<file path="config.mk">
export PLATFORM = sky130hd
export DESIGN_NAME = mem_arbiter
export DESIGN_NICKNAME = d
export VERILOG_FILES = /design/src/rtl/cpu_types.sv /design/src/rtl/mem_arb_select.sv /design/src/rtl/mem_arbiter.sv
export SDC_FILE = /design/constraint.sdc
export NUM_CORES = 1
export LEC_CHECK = 0
export CORE_AREA = 2 2 106 108
export DETAILED_ROUTE_END_ITERATION = 10
export DIE_AREA = 0 0 108 110
export DONT_BUFFER_PORTS = 1
export GPL_TIMING_DRIVEN = 0
export PLACE_DENSITY_LB_ADDON = 0.08
export SLEW_MARGIN = 5
export SYNTH_ARGS = -nofsm -noshare
export SYNTH_HDL_FRONTEND = slang
export SYNTH_SLANG_ARGS = --single-unit
</file>
<file path="constraint.sdc">
create_clock -name clk -period 2.2 [get_ports clk]
set_clock_uncertainty 0.1 [all_clocks]
set_input_delay 0.44 -clock clk [delete_from_list [all_inputs] [get_ports clk]]
set_output_delay 0.44 -clock clk [all_outputs]
set_load 0.05 [all_outputs]
</file>
<file path="src/rtl/cpu_types.sv">
// Shared CPU-side types: memory arbiter state, requester identity and the
// latched access record driven onto the RAM port.
package cpu_types;

  typedef enum logic {
    IDLE,
    ACCESS
  } arb_state_t;

  typedef enum logic {
    REQ_FETCH,
    REQ_DATA
  } mem_requester_t;

  typedef struct packed {
    mem_requester_t owner;
    logic [31:0]    addr;
    logic           we;
    logic [31:0]    wdata;
    logic [3:0]     byte_enable;
  } mem_access_t;

endpackage

</file>
<file path="src/rtl/mem_arb_select.sv">
// Grant selection between fetch and data requesters: data has fixed priority
// unless the fetch has waited through STARVE_LIMIT consecutive data grants.
module mem_arb_select #(
  parameter int unsigned STARVE_LIMIT = 4
) (
  input  logic clk,
  input  logic rst,
  input  logic if_req_valid,
  input  logic d_req_valid,
  output logic if_req_ready,
  output logic d_req_ready,
  output logic if_grant,
  output logic d_grant
);

  localparam int unsigned CW = $clog2(STARVE_LIMIT + 1);
  localparam logic [CW-1:0] LIMIT = CW'(STARVE_LIMIT);

  logic [CW-1:0] starve_cnt;
  logic          starved;

  assign starved = (starve_cnt == LIMIT);

  // Each ready looks only at the other requester's valid, so neither handshake
  // loops combinationally through its own valid.
  always_comb begin
    if_req_ready = 1'b0;
    d_req_ready  = 1'b0;
    if (!rst) begin
      if_req_ready = !d_req_valid || starved;
      d_req_ready  = !(starved && if_req_valid);
    end
    if_grant = if_req_valid && if_req_ready;
    d_grant  = d_req_valid && d_req_ready;
  end

  always_ff @(posedge clk) begin
    if (rst || !if_req_valid || if_grant) begin
      starve_cnt <= '0;
    end else if (d_grant && !starved) begin
      starve_cnt <= starve_cnt + CW'(1);
    end
  end

endmodule

</file>
<file path="src/rtl/mem_arbiter.sv">
// Single-port RAM arbiter for instruction fetch and data accesses. One
// request is latched per cycle and presented to the RAM the following cycle.
module mem_arbiter
  import cpu_types::*;
#(
  parameter int unsigned STARVE_LIMIT = 4
) (
  input  logic        clk,
  input  logic        rst,
  input  logic        if_req_valid,
  output logic        if_req_ready,
  input  logic [31:0] if_addr,
  output logic        if_rsp_valid,
  output logic [31:0] if_rsp_data,
  input  logic        d_req_valid,
  output logic        d_req_ready,
  input  logic [31:0] d_addr,
  input  logic        d_we,
  input  logic [31:0] d_wdata,
  input  logic [3:0]  d_byte_enable,
  output logic        d_rsp_valid,
  output logic [31:0] d_rsp_data,
  output logic [31:0] memory_address,
  output logic [31:0] memory_write,
  output logic [3:0]  memory_byte_enable,
  output logic        memory_we,
  input  logic [31:0] memory_out
);

  arb_state_t  state_q, state_d;
  mem_access_t acc_q, acc_d;
  logic        if_grant, d_grant;
  logic        active;
  logic [31:0] if_hold, d_hold;

  mem_arb_select #(
    .STARVE_LIMIT(STARVE_LIMIT)
  ) u_select (
    .clk          (clk),
    .rst          (rst),
    .if_req_valid (if_req_valid),
    .d_req_valid  (d_req_valid),
    .if_req_ready (if_req_ready),
    .d_req_ready  (d_req_ready),
    .if_grant     (if_grant),
    .d_grant      (d_grant)
  );

  // A fetch leaves wdata untouched so memory_write keeps its last value.
  always_comb begin
    acc_d   = acc_q;
    state_d = IDLE;
    if (if_grant) begin
      acc_d.owner       = REQ_FETCH;
      acc_d.addr        = if_addr & ~32'h3;
      acc_d.we          = 1'b0;
      acc_d.byte_enable = '0;
      state_d           = ACCESS;
    end else if (d_grant) begin
      acc_d.owner       = REQ_DATA;
      acc_d.addr        = d_addr & ~32'h3;
      acc_d.we          = d_we;
      acc_d.wdata       = d_wdata;
      acc_d.byte_enable = d_we ? d_byte_enable : '0;
      state_d           = ACCESS;
    end
  end

  always_ff @(posedge clk) begin
    if (rst) begin
      state_q <= IDLE;
      acc_q   <= '0;
      if_hold <= '0;
      d_hold  <= '0;
    end else begin
      state_q <= state_d;
      acc_q   <= acc_d;
      if (if_rsp_valid) if_hold <= if_rsp_data;
      if (d_rsp_valid)  d_hold  <= d_rsp_data;
    end
  end

  // rst gates the live access so a write caught by reset never commits.
  always_comb begin
    active             = !rst && (state_q == ACCESS);
    memory_address     = rst ? '0 : acc_q.addr;
    memory_write       = rst ? '0 : acc_q.wdata;
    memory_we          = active && acc_q.we;
    memory_byte_enable = active ? acc_q.byte_enable : '0;
    if_rsp_valid       = active && (acc_q.owner == REQ_FETCH);
    d_rsp_valid        = active && (acc_q.owner == REQ_DATA);
    if_rsp_data        = rst ? '0 : (if_rsp_valid ? memory_out : if_hold);
    d_rsp_data         = d_hold;
    if (rst) begin
      d_rsp_data = '0;
    end else if (d_rsp_valid) begin
      d_rsp_data = acc_q.we ? '0 : memory_out;
    end
  end

endmodule

</file>
==> results.py, run 1 <==
metrics = {
    "layout": {
        "syn2layout_area_growth_pct": 58.78,
        "final_core_util": 0.9298,
        "multi_input_area_um2": 4405,
        "diodes": 0,
        "fillers": 336,
        "regArea_um2": 2730,
        "drive_gt1_frac": 0.3973,
        "nets": 1002,
        "final_area_um2": 9947,
    },
    "logic_synthesis": {
        "ys_seq_elements": 136,
        "yosys_warnings": 0,
        "synth_seq_area_share": 0.4346,
        "syn_area_um2": 6265,
        "ys_types": 33,
        "ys.flop_type": "dfxtp_1",
        "synth_edf_count": 0,
        "netlist_instances": 693,
        "avgSynthCellArea_um2": 9.040,
        "async_reset_ff_frac": 0,
    },
    "global_routing": {
        "grt_pass1_vias": 6493,
        "grt_first_pass_wirelength_mm": 34.44,
        "antenna_found_initial": 0,
        "grt_overflow": 0,
        "grt_usage": 0.3771,
        "grt_max_degree": 19,
    },
    "power_and_ir_drop": {
        "p_per_area_nw_per_um2": 705.4,
        "irDropWorstVdd_v": 0.0005797,
        "leakagePower_nw": 3.742,
    },
    "run": {
        "maxCapViolCount": 0,
    },
    "place": {
        "dpl_cell_area_um2": 6676,
        "gp_congestion": 0.7511,
        "post-place-ws_ps": -454.1,
        "port_buffers": 0,
        "place_hpwl_mm": 12.67,
    },
    "floorplan": {
        "pin_count": 274,
        "fp.dieW_um": 108,
        "core_area_um2": 10700,
        "fp-row-count": 38,
        "die_h_um": 110,
        "start_util": 0.5856,
        "dieArea_um2": 11880,
    },
    "sta": {
        "timing.hold.ws_ps": 23.00,
        "tightest_slew_ps": 722.7,
        "fin_crit_sh": 1.165,
        "setup_violations": 66,
        "fin_crit_ps": 2564,
        "finalHoldViolCount": 0,
        "maxSlewViolCount": 0,
        "grt_setup_unrepaired": "yes",
        "max_freq_ghz": 0.3900,
        "fin_tns_setup_ps": -16210,
        "relSlewSlack": 0.5182,
        "setup_ws_ps": -364.0,
    },
    "setup_path": {
        "cp.required_ps": 1660,
        "criticalPathCategory": "reg2out",
        "critPathTopFamily": "compound AO/OA/AOI/OAI gates",
        "cp_num_buf_inv": 2,
        "cp_cell_sequence": "nand3b_4, clkinv_8, buf_12, nand3b_1, a21oi_4",
        "startpoint": "acc_q[69]",
        "critPathLaunchType": "register",
        "worst-path-max-fanout": 7,
        "cp.arrival_ps": 2020,
        "r2r_start": "u_select.starve_cnt[0]",
        "critical_path.slowest_cell": "a21oi_4",
        "cp-end-kind": "output pin",
        "critical_path.max_stage_delay_ps": 460,
    },
    "clocking": {
        "insertion_delay_ps": 540,
        "clockBufferDepth": 2,
        "clk_pin_slew_ps": 60,
        "cts_tree": "yes",
        "cts-buffers-inserted": 17,
        "clockRootBuffer": "clkbuf_8",
        "cts_max_level": 4,
        "clock_sinks": 136,
    },
    "route": {
        "via_per_inst": 6.937,
        "dr_total_vias": 7048,
        "wl_mm": 29.55,
        "drc": 0,
        "drtAntennaViolNets": 0,
        "first_pass_iters": 6,
        "wl_per_cell_um": 29.09,
        "drtIter0Drc": 890,
    },
    "min_path": {
        "min_from": "d_addr[20]",
        "hold_path.class": "in2reg",
    },
    "status": {
        "status": "finished with violations",
        "failed_checks": "setup timing",
    },
}
==> worst reg2reg max path, delay by kind of cell (launching register included) <==
kind	cells	cell delay (ps)
flops	1	340
simple gates	2	530
buf+inv	3	620
compound gates	1	230
fa+ha+maj	1	170
==> metrics by stage <==
step           cells  power, W
3_3_place_gp     834  0.003732
3_5_place_dp     834  0.003755
5_1_grt         1016  0.007142
2_1_floorplan    694  0.003626
6_report        1016  0.007016
4_1_cts          991  0.006687
==> state kept, by name (all words and copies together), names as in the netlist <==
signal,cells
acc_q,68
d_hold,32
if_hold,32
state_q,1
u_select.starve_cnt,3
==> cell type report <==
class | instances | area share
buffer | 64 | 0.05031
sequential | 136 | 0.2745
inverter | 3 | 0.002390
multi-input combinational | 488 | 0.4429
clock buffer | 18 | 0.04302
clock inverter | 14 | 0.01258
tap | 140 | 0.01761
timing repair buffer | 153 | 0.1567
==> path summary, 6_finish.rpt <==
check             cells after the start       endpoint  slack (ps)
setup reg to reg                      7       acc_q[1]         130
setup / recovery                      5  d_rsp_data[0]        -360
hold reg to reg                       2       acc_q[1]         440
hold / removal                        2      acc_q[57]          20
==> synthesized netlist by cell type, types with 4 or more instances <==
master,instances,area (µm²)
and2_1,5,31.28
a2bb2oi_1,30,262.8
clkbuf_1,26,97.59
nor2_1,5,18.77
o21ai_0,97,485.5
nor2b_1,65,406.6
buf_6,4,45.04
nand2_1,67,251.5
buf_2,26,130.1
dfxtp_1,136,2723
nand3b_1,33,247.7
nand4_1,4,25.02
a21oi_1,68,340.3
nand2b_1,33,206.5
mux2_4,30,450.4
buf_4,10,75.07
a32oi_1,30,262.8
==> timing repair <==
action	4_1_cts	5_1_grt
hold buffers	99	0
cloned	3	5
pin swaps	70	47
buffers inserted	24	22
gates resized for setup	212	84
endpoints found under the setup margin	102	99
endpoints found under the hold margin	99	0
==> power breakdown <==
part / switching (W) / total [W] / internal, W / leakage (nW)
clock network: 0.00123 / 0.00276 / 0.00153 / 0.256
registers: 0.0000645 / 0.00269 / 0.00262 / 1.12
logic: 0.00102 / 0.00157 / 0.000547 / 2.37
==> per-layer routing <==
metal | GRT usage | up-vias | routed length, µm
met5 | 0 | - | 0
met4 | 0.2170 | 0 | 2558
met3 | 0.1023 | 248 | 3293
met2 | 0.6860 | 657 | 14000
met1 | 0.3918 | 3344 | 9701
li1 | - | 2799 | -
==> cell families (layout without fill, tap and decap cells) <==
family                   Yosys count  after routing  synth area share
adder cells (fa/ha/maj)            2              2          0.003994
AND/OR/NAND/NOR                  220            220            0.2035
flip-flops                       136            136            0.4346
other                              1              2         0.0005986
buffers and inverters             70            252           0.05812
AO/OA/AOI/OAI                    231            231            0.2221
multiplexers                      33             33           0.07709
==> layout by cell type, fill, tap and decap left out, drive strengths merged, types with 3 or more instances in the layout <==
| cell type | count |
|---|---|
| mux2 | 32 |
| nand2 | 67 |
| a21oi | 68 |
| o21ai | 100 |
| inv | 4 |
| a2bb2oi | 30 |
| clkbuf | 50 |
| clkinv | 6 |
| clkinvlp | 6 |
| and2 | 5 |
| a32oi | 30 |
| nand3b | 34 |
| buf | 86 |
| dfxtp | 136 |
| nor2b | 65 |
| nand2b | 33 |
| and3 | 3 |
| nand4 | 4 |
| dlygate4sd3 | 99 |
| nor2 | 6 |
Power figures use the tool's default switching activity.
==> run 2: changes to the inputs <==
--- a/config.mk
+++ b/config.mk
@@ -10,6 +10,7 @@
 export DIE_AREA = 0 0 108 110
 export DONT_BUFFER_PORTS = 1
 export GPL_TIMING_DRIVEN = 0
+export HOLD_SLACK_MARGIN = 0.08
 export PLACE_DENSITY_LB_ADDON = 0.08
 export SLEW_MARGIN = 5
 export SYNTH_ARGS = -nofsm -noshare
==> results.py, run 2 (synthesis results as in run 1) <==
metrics = {
    "min_path": {
        "holdPathStages": 2,
        "hold_path.class": "in2reg",
    },
    "layout": {
        "regArea_um2": 2730,
        "final_area_um2": 10100,
        "multi_input_area_um2": 4379,
        "nets": 1025,
        "drive_gt1_frac": 0.3726,
        "top_regs": "acc_q (68), d_hold (32), if_hold (32)",
        "final_common_cell": "dfxtp_1",
        "most-common-layout-cells": "dfxtp_1 (132), dlygate4sd3_1 (127), o21ai_0 (68)",
        "largest_register_ffs": 68,
        "fillers": 299,
        "syn2layout_area_growth_pct": 61.19,
        "regMostFlops": "acc_q",
    },
    "global_routing": {
        "grt_overflow": 0,
        "grt_max_degree": 19,
        "grt_first_pass_wirelength_mm": 36.31,
        "antenna_found_initial": 2,
        "grt_usage": 0.3973,
        "grt_pass1_vias": 6849,
    },
    "place": {
        "post-place-ws_ps": -454.1,
        "gp_congestion": 0.7511,
        "port_buffers": 0,
        "place_hpwl_mm": 12.67,
        "dpl_cell_area_um2": 6676,
    },
    "route": {
        "wl_mm": 30.61,
        "drtAntennaViolNets": 0,
        "drtIter0Drc": 1050,
        "drc": 0,
        "via_per_inst": 7.092,
        "dr_total_vias": 7376,
        "wl_per_cell_um": 29.43,
        "m1WireLength_mm": 9.467,
        "route.met3.wl_mm": 3.703,
        "first_pass_iters": 6,
        "top_layer": "met4",
        "wl_met2_mm": 14.55,
    },
    "sta": {
        "max_freq_ghz": 0.3826,
        "timing.hold.ws_ps": 53.70,
        "finalHoldViolCount": 0,
        "relSlewSlack": 0.2806,
        "setup_violations": 70,
        "tightest_slew_ps": 1077,
        "fin_crit_sh": 1.188,
        "fin_tns_setup_ps": -16850,
        "setup_ws_ps": -413.8,
        "grt_setup_unrepaired": "yes",
        "maxSlewViolCount": 0,
        "fin_crit_ps": 2614,
    },
    "power_and_ir_drop": {
        "leakagePower_nw": 3.748,
        "power_w": 0.007043,
        "irDropWorstVdd_v": 0.0007220,
        "p_per_area_nw_per_um2": 697.5,
    },
    "clocking": {
        "clk_pin_slew_ps": 60,
        "clockRootBuffer": "clkbuf_8",
        "clock_sinks": 136,
        "clockBufferDepth": 2,
        "insertion_delay_ps": 530,
        "cts-buffers-inserted": 17,
        "cts_tree": "yes",
        "cts_max_level": 4,
    },
    "setup_path": {
        "rrSetupSlack_ps": 60,
        "cp-end-kind": "output pin",
        "cp.required_ps": 1660,
        "critPathLaunchType": "register",
        "ff2ff_path_depth": 7,
        "worst-path-max-fanout": 6,
        "cp.arrival_ps": 2070,
        "criticalPathCategory": "reg2out",
    },
    "floorplan": {
        "pin_count": 274,
        "fp-row-count": 38,
        "start_util": 0.5856,
        "dieArea_um2": 11880,
        "die_h_um": 110,
        "fp.dieW_um": 108,
        "core_area_um2": 10700,
    },
    "run": {
        "maxCapViolCount": 0,
    },
    "status": {
        "failed_checks": "setup timing",
        "status": "finished with violations",
    },
}
## run 2: cell types whose count changed in the layout (fill, tap and decap cells not counted), sizes merged
cell / change
buf: -3
clkbuf: -2
dlygate4sd3: +28
diode: +1
## run 2: per-stage QoR
step / util / std cells
finish: 0.9440 / 1040
global route: 0.9440 / 1040
CTS: 0.9011 / 1019
detailed placement: 0.6241 / 834
global placement: 0.6241 / 834
floorplan: - / 694
## run 2: timing repair
| action | 4_1_cts | 5_1_grt |
|---|---|---|
| hold buffers | 127 | 0 |
| endpoints found under the hold margin | 120 | 0 |
| gates resized for setup | 212 | 71 |
| cloned | 3 | 2 |
| setup buffers | 24 | 19 |
| setup endpoints to repair | 102 | 91 |
| pin swaps | 70 | 26 |
## run 2: where the power goes
part,internal [W],switching (W)
Clock,0.00153,0.00121
Sequential,0.00262,0.0000595
Combinational,0.000563,0.00105
Total,0.00472,0.00233
## run 2: final timing paths
check | to | startpoint
setup reg to reg | acc_q[1] | u_select.starve_cnt[0]
hold / removal | acc_q[43] | d_addr[6]
hold reg to reg | acc_q[0] | acc_q[0]
setup / recovery | d_rsp_data[4] | state_q
## run 2: layout make-up
cell class / count / share of cell area
well taps: 140 / 0.01735
multi-input cells: 488 / 0.4337
flip-flops and latches: 136 / 0.2704
diodes: 1 / 0.0002478
inverters: 3 / 0.002354
clock inverters: 14 / 0.01239
clock buffers: 18 / 0.04237
plain buffers: 65 / 0.04919
repair buffers: 175 / 0.1721
## run 2: worst max-delay path, stage by stage (launching register included)
cell	delay, ps
dfxtp_2	380
nand3b_4	150
clkinv_8	120
buf_16	120
nand3b_1	200
a21oi_4	560
## run 2: routing by layer
metal / vias to the layer above / track usage
met2: 788 / 0.7264
met4: 0 / 0.2454
met5: - / 0
met3: 295 / 0.1058
met1: 3458 / 0.4039
li1: 2835 / -
==> RTL change: new RTL, config.mk and constraints of run 2 <==
`STARVE_LIMIT` is set to 4 in 2 places; all go to 2.
--- a/src/rtl/mem_arb_select.sv
+++ b/src/rtl/mem_arb_select.sv
@@ -2,5 +2,5 @@
 // unless the fetch has waited through STARVE_LIMIT consecutive data grants.
 module mem_arb_select #(
-  parameter int unsigned STARVE_LIMIT = 4
+  parameter int unsigned STARVE_LIMIT = 2
 ) (
   input  logic clk,
--- a/src/rtl/mem_arbiter.sv
+++ b/src/rtl/mem_arbiter.sv
@@ -4,5 +4,5 @@
   import cpu_types::*;
 #(
-  parameter int unsigned STARVE_LIMIT = 4
+  parameter int unsigned STARVE_LIMIT = 2
 ) (
   input  logic        clk,
Behaviour: not the same (a bounded check fails within 4 cycles, from zero or initial values and one cycle with rst high).
==> RTL change against run 2 <==
The flow now stops in 5_1_grt; area after synthesis decreased by 1.6%.
==> RTL change: results (changes against run 2) <==
The buffer depth of the longest clock path was 2 (unchanged); the detailed placement HPWL was 12.7 mm (about the same). Cell taking the most area after synthesis: dfxtp_1 (unchanged). The run gives 31 (was 33) as the number of library cell types mapped by synthesis. The total CTS buffers is 17 (unchanged). The placement-stage cell area is 6630 µm² (was 6680 µm²). The number of antenna violations at the first check in global routing is 2.

The width of the die was 108 µm (unchanged); the maximum number of pins on one net before global-route repair was 17. Total of buffers placed on input and output ports: 0 (unchanged). Leading post-synthesis cells by cell area: dfxtp_1 (44%), mux2_4 (7.1%), nor2b_1 (6.5%) (was dfxtp_1 (43%), o21ai_0 (7.7%), mux2_4 (7.2%)). The flow did not finish.

The worst endpoint kind after the last repair was an output port. The logs give 0 (unchanged) for the Yosys warning count and -0.328 ns (was -0.454 ns) for the worst setup slack after placement. Top post-synthesis cells by count: dfxtp_1 (135), o21ai_0 (69), a21oi_1 (68), nand2_1 (66), nor2b_1 (64) (was dfxtp_1 (136), o21ai_0 (97), a21oi_1 (68), nand2_1 (67), nor2b_1 (65)). The tool reported: "[ERROR DPL-0033] detailed placement checks failed during check placement". The sequential fraction of the synthesis area was 43.8% (was 43.5%).

The root buffer cell is clkbuf_8 (unchanged). The maximum level of the CTS H-tree came out at 4 (unchanged). The routability congestion estimate from global placement is 0.881 (was 0.751). It got as far as 5_1_grt and failed there. The global-route repair_timing pass left the worst setup endpoint at d_rsp_data[19]. The flip-flop and latch count after synthesis was 135 (was 136); the fraction of registers with async set/reset was 0% (unchanged).
-- RTL change: timing repair --
| action | CTS |
|---|---|
| cloned | 6 |
| setup endpoints to repair | 94 |
| resized for setup | 205 |
| hold buffers | 130 |
| setup buffers | 39 |
| pin swaps | 100 |
| hold endpoints to repair | 114 |
-- RTL change: cells by family after synthesis --
logic type                 count (synthesis)  share of synthesized area, %
and+or+nand+nor                          275                          25.2
DFF                                      135                          43.8
muxes                                     32                          7.61
other                                      1                        0.0608
buffers and inverters                     70                          6.15
AOI/OAI and AO/OA                        199                          17.0
adders and majority gates                  1                         0.203
-- RTL change: per-stage QoR --
step | cells | hold slack (ns)
global placement | 854 | 0.312
detailed placement | 854 | 0.327
floorplan | 714 | 0.301
CTS | 1060 | 0.0801
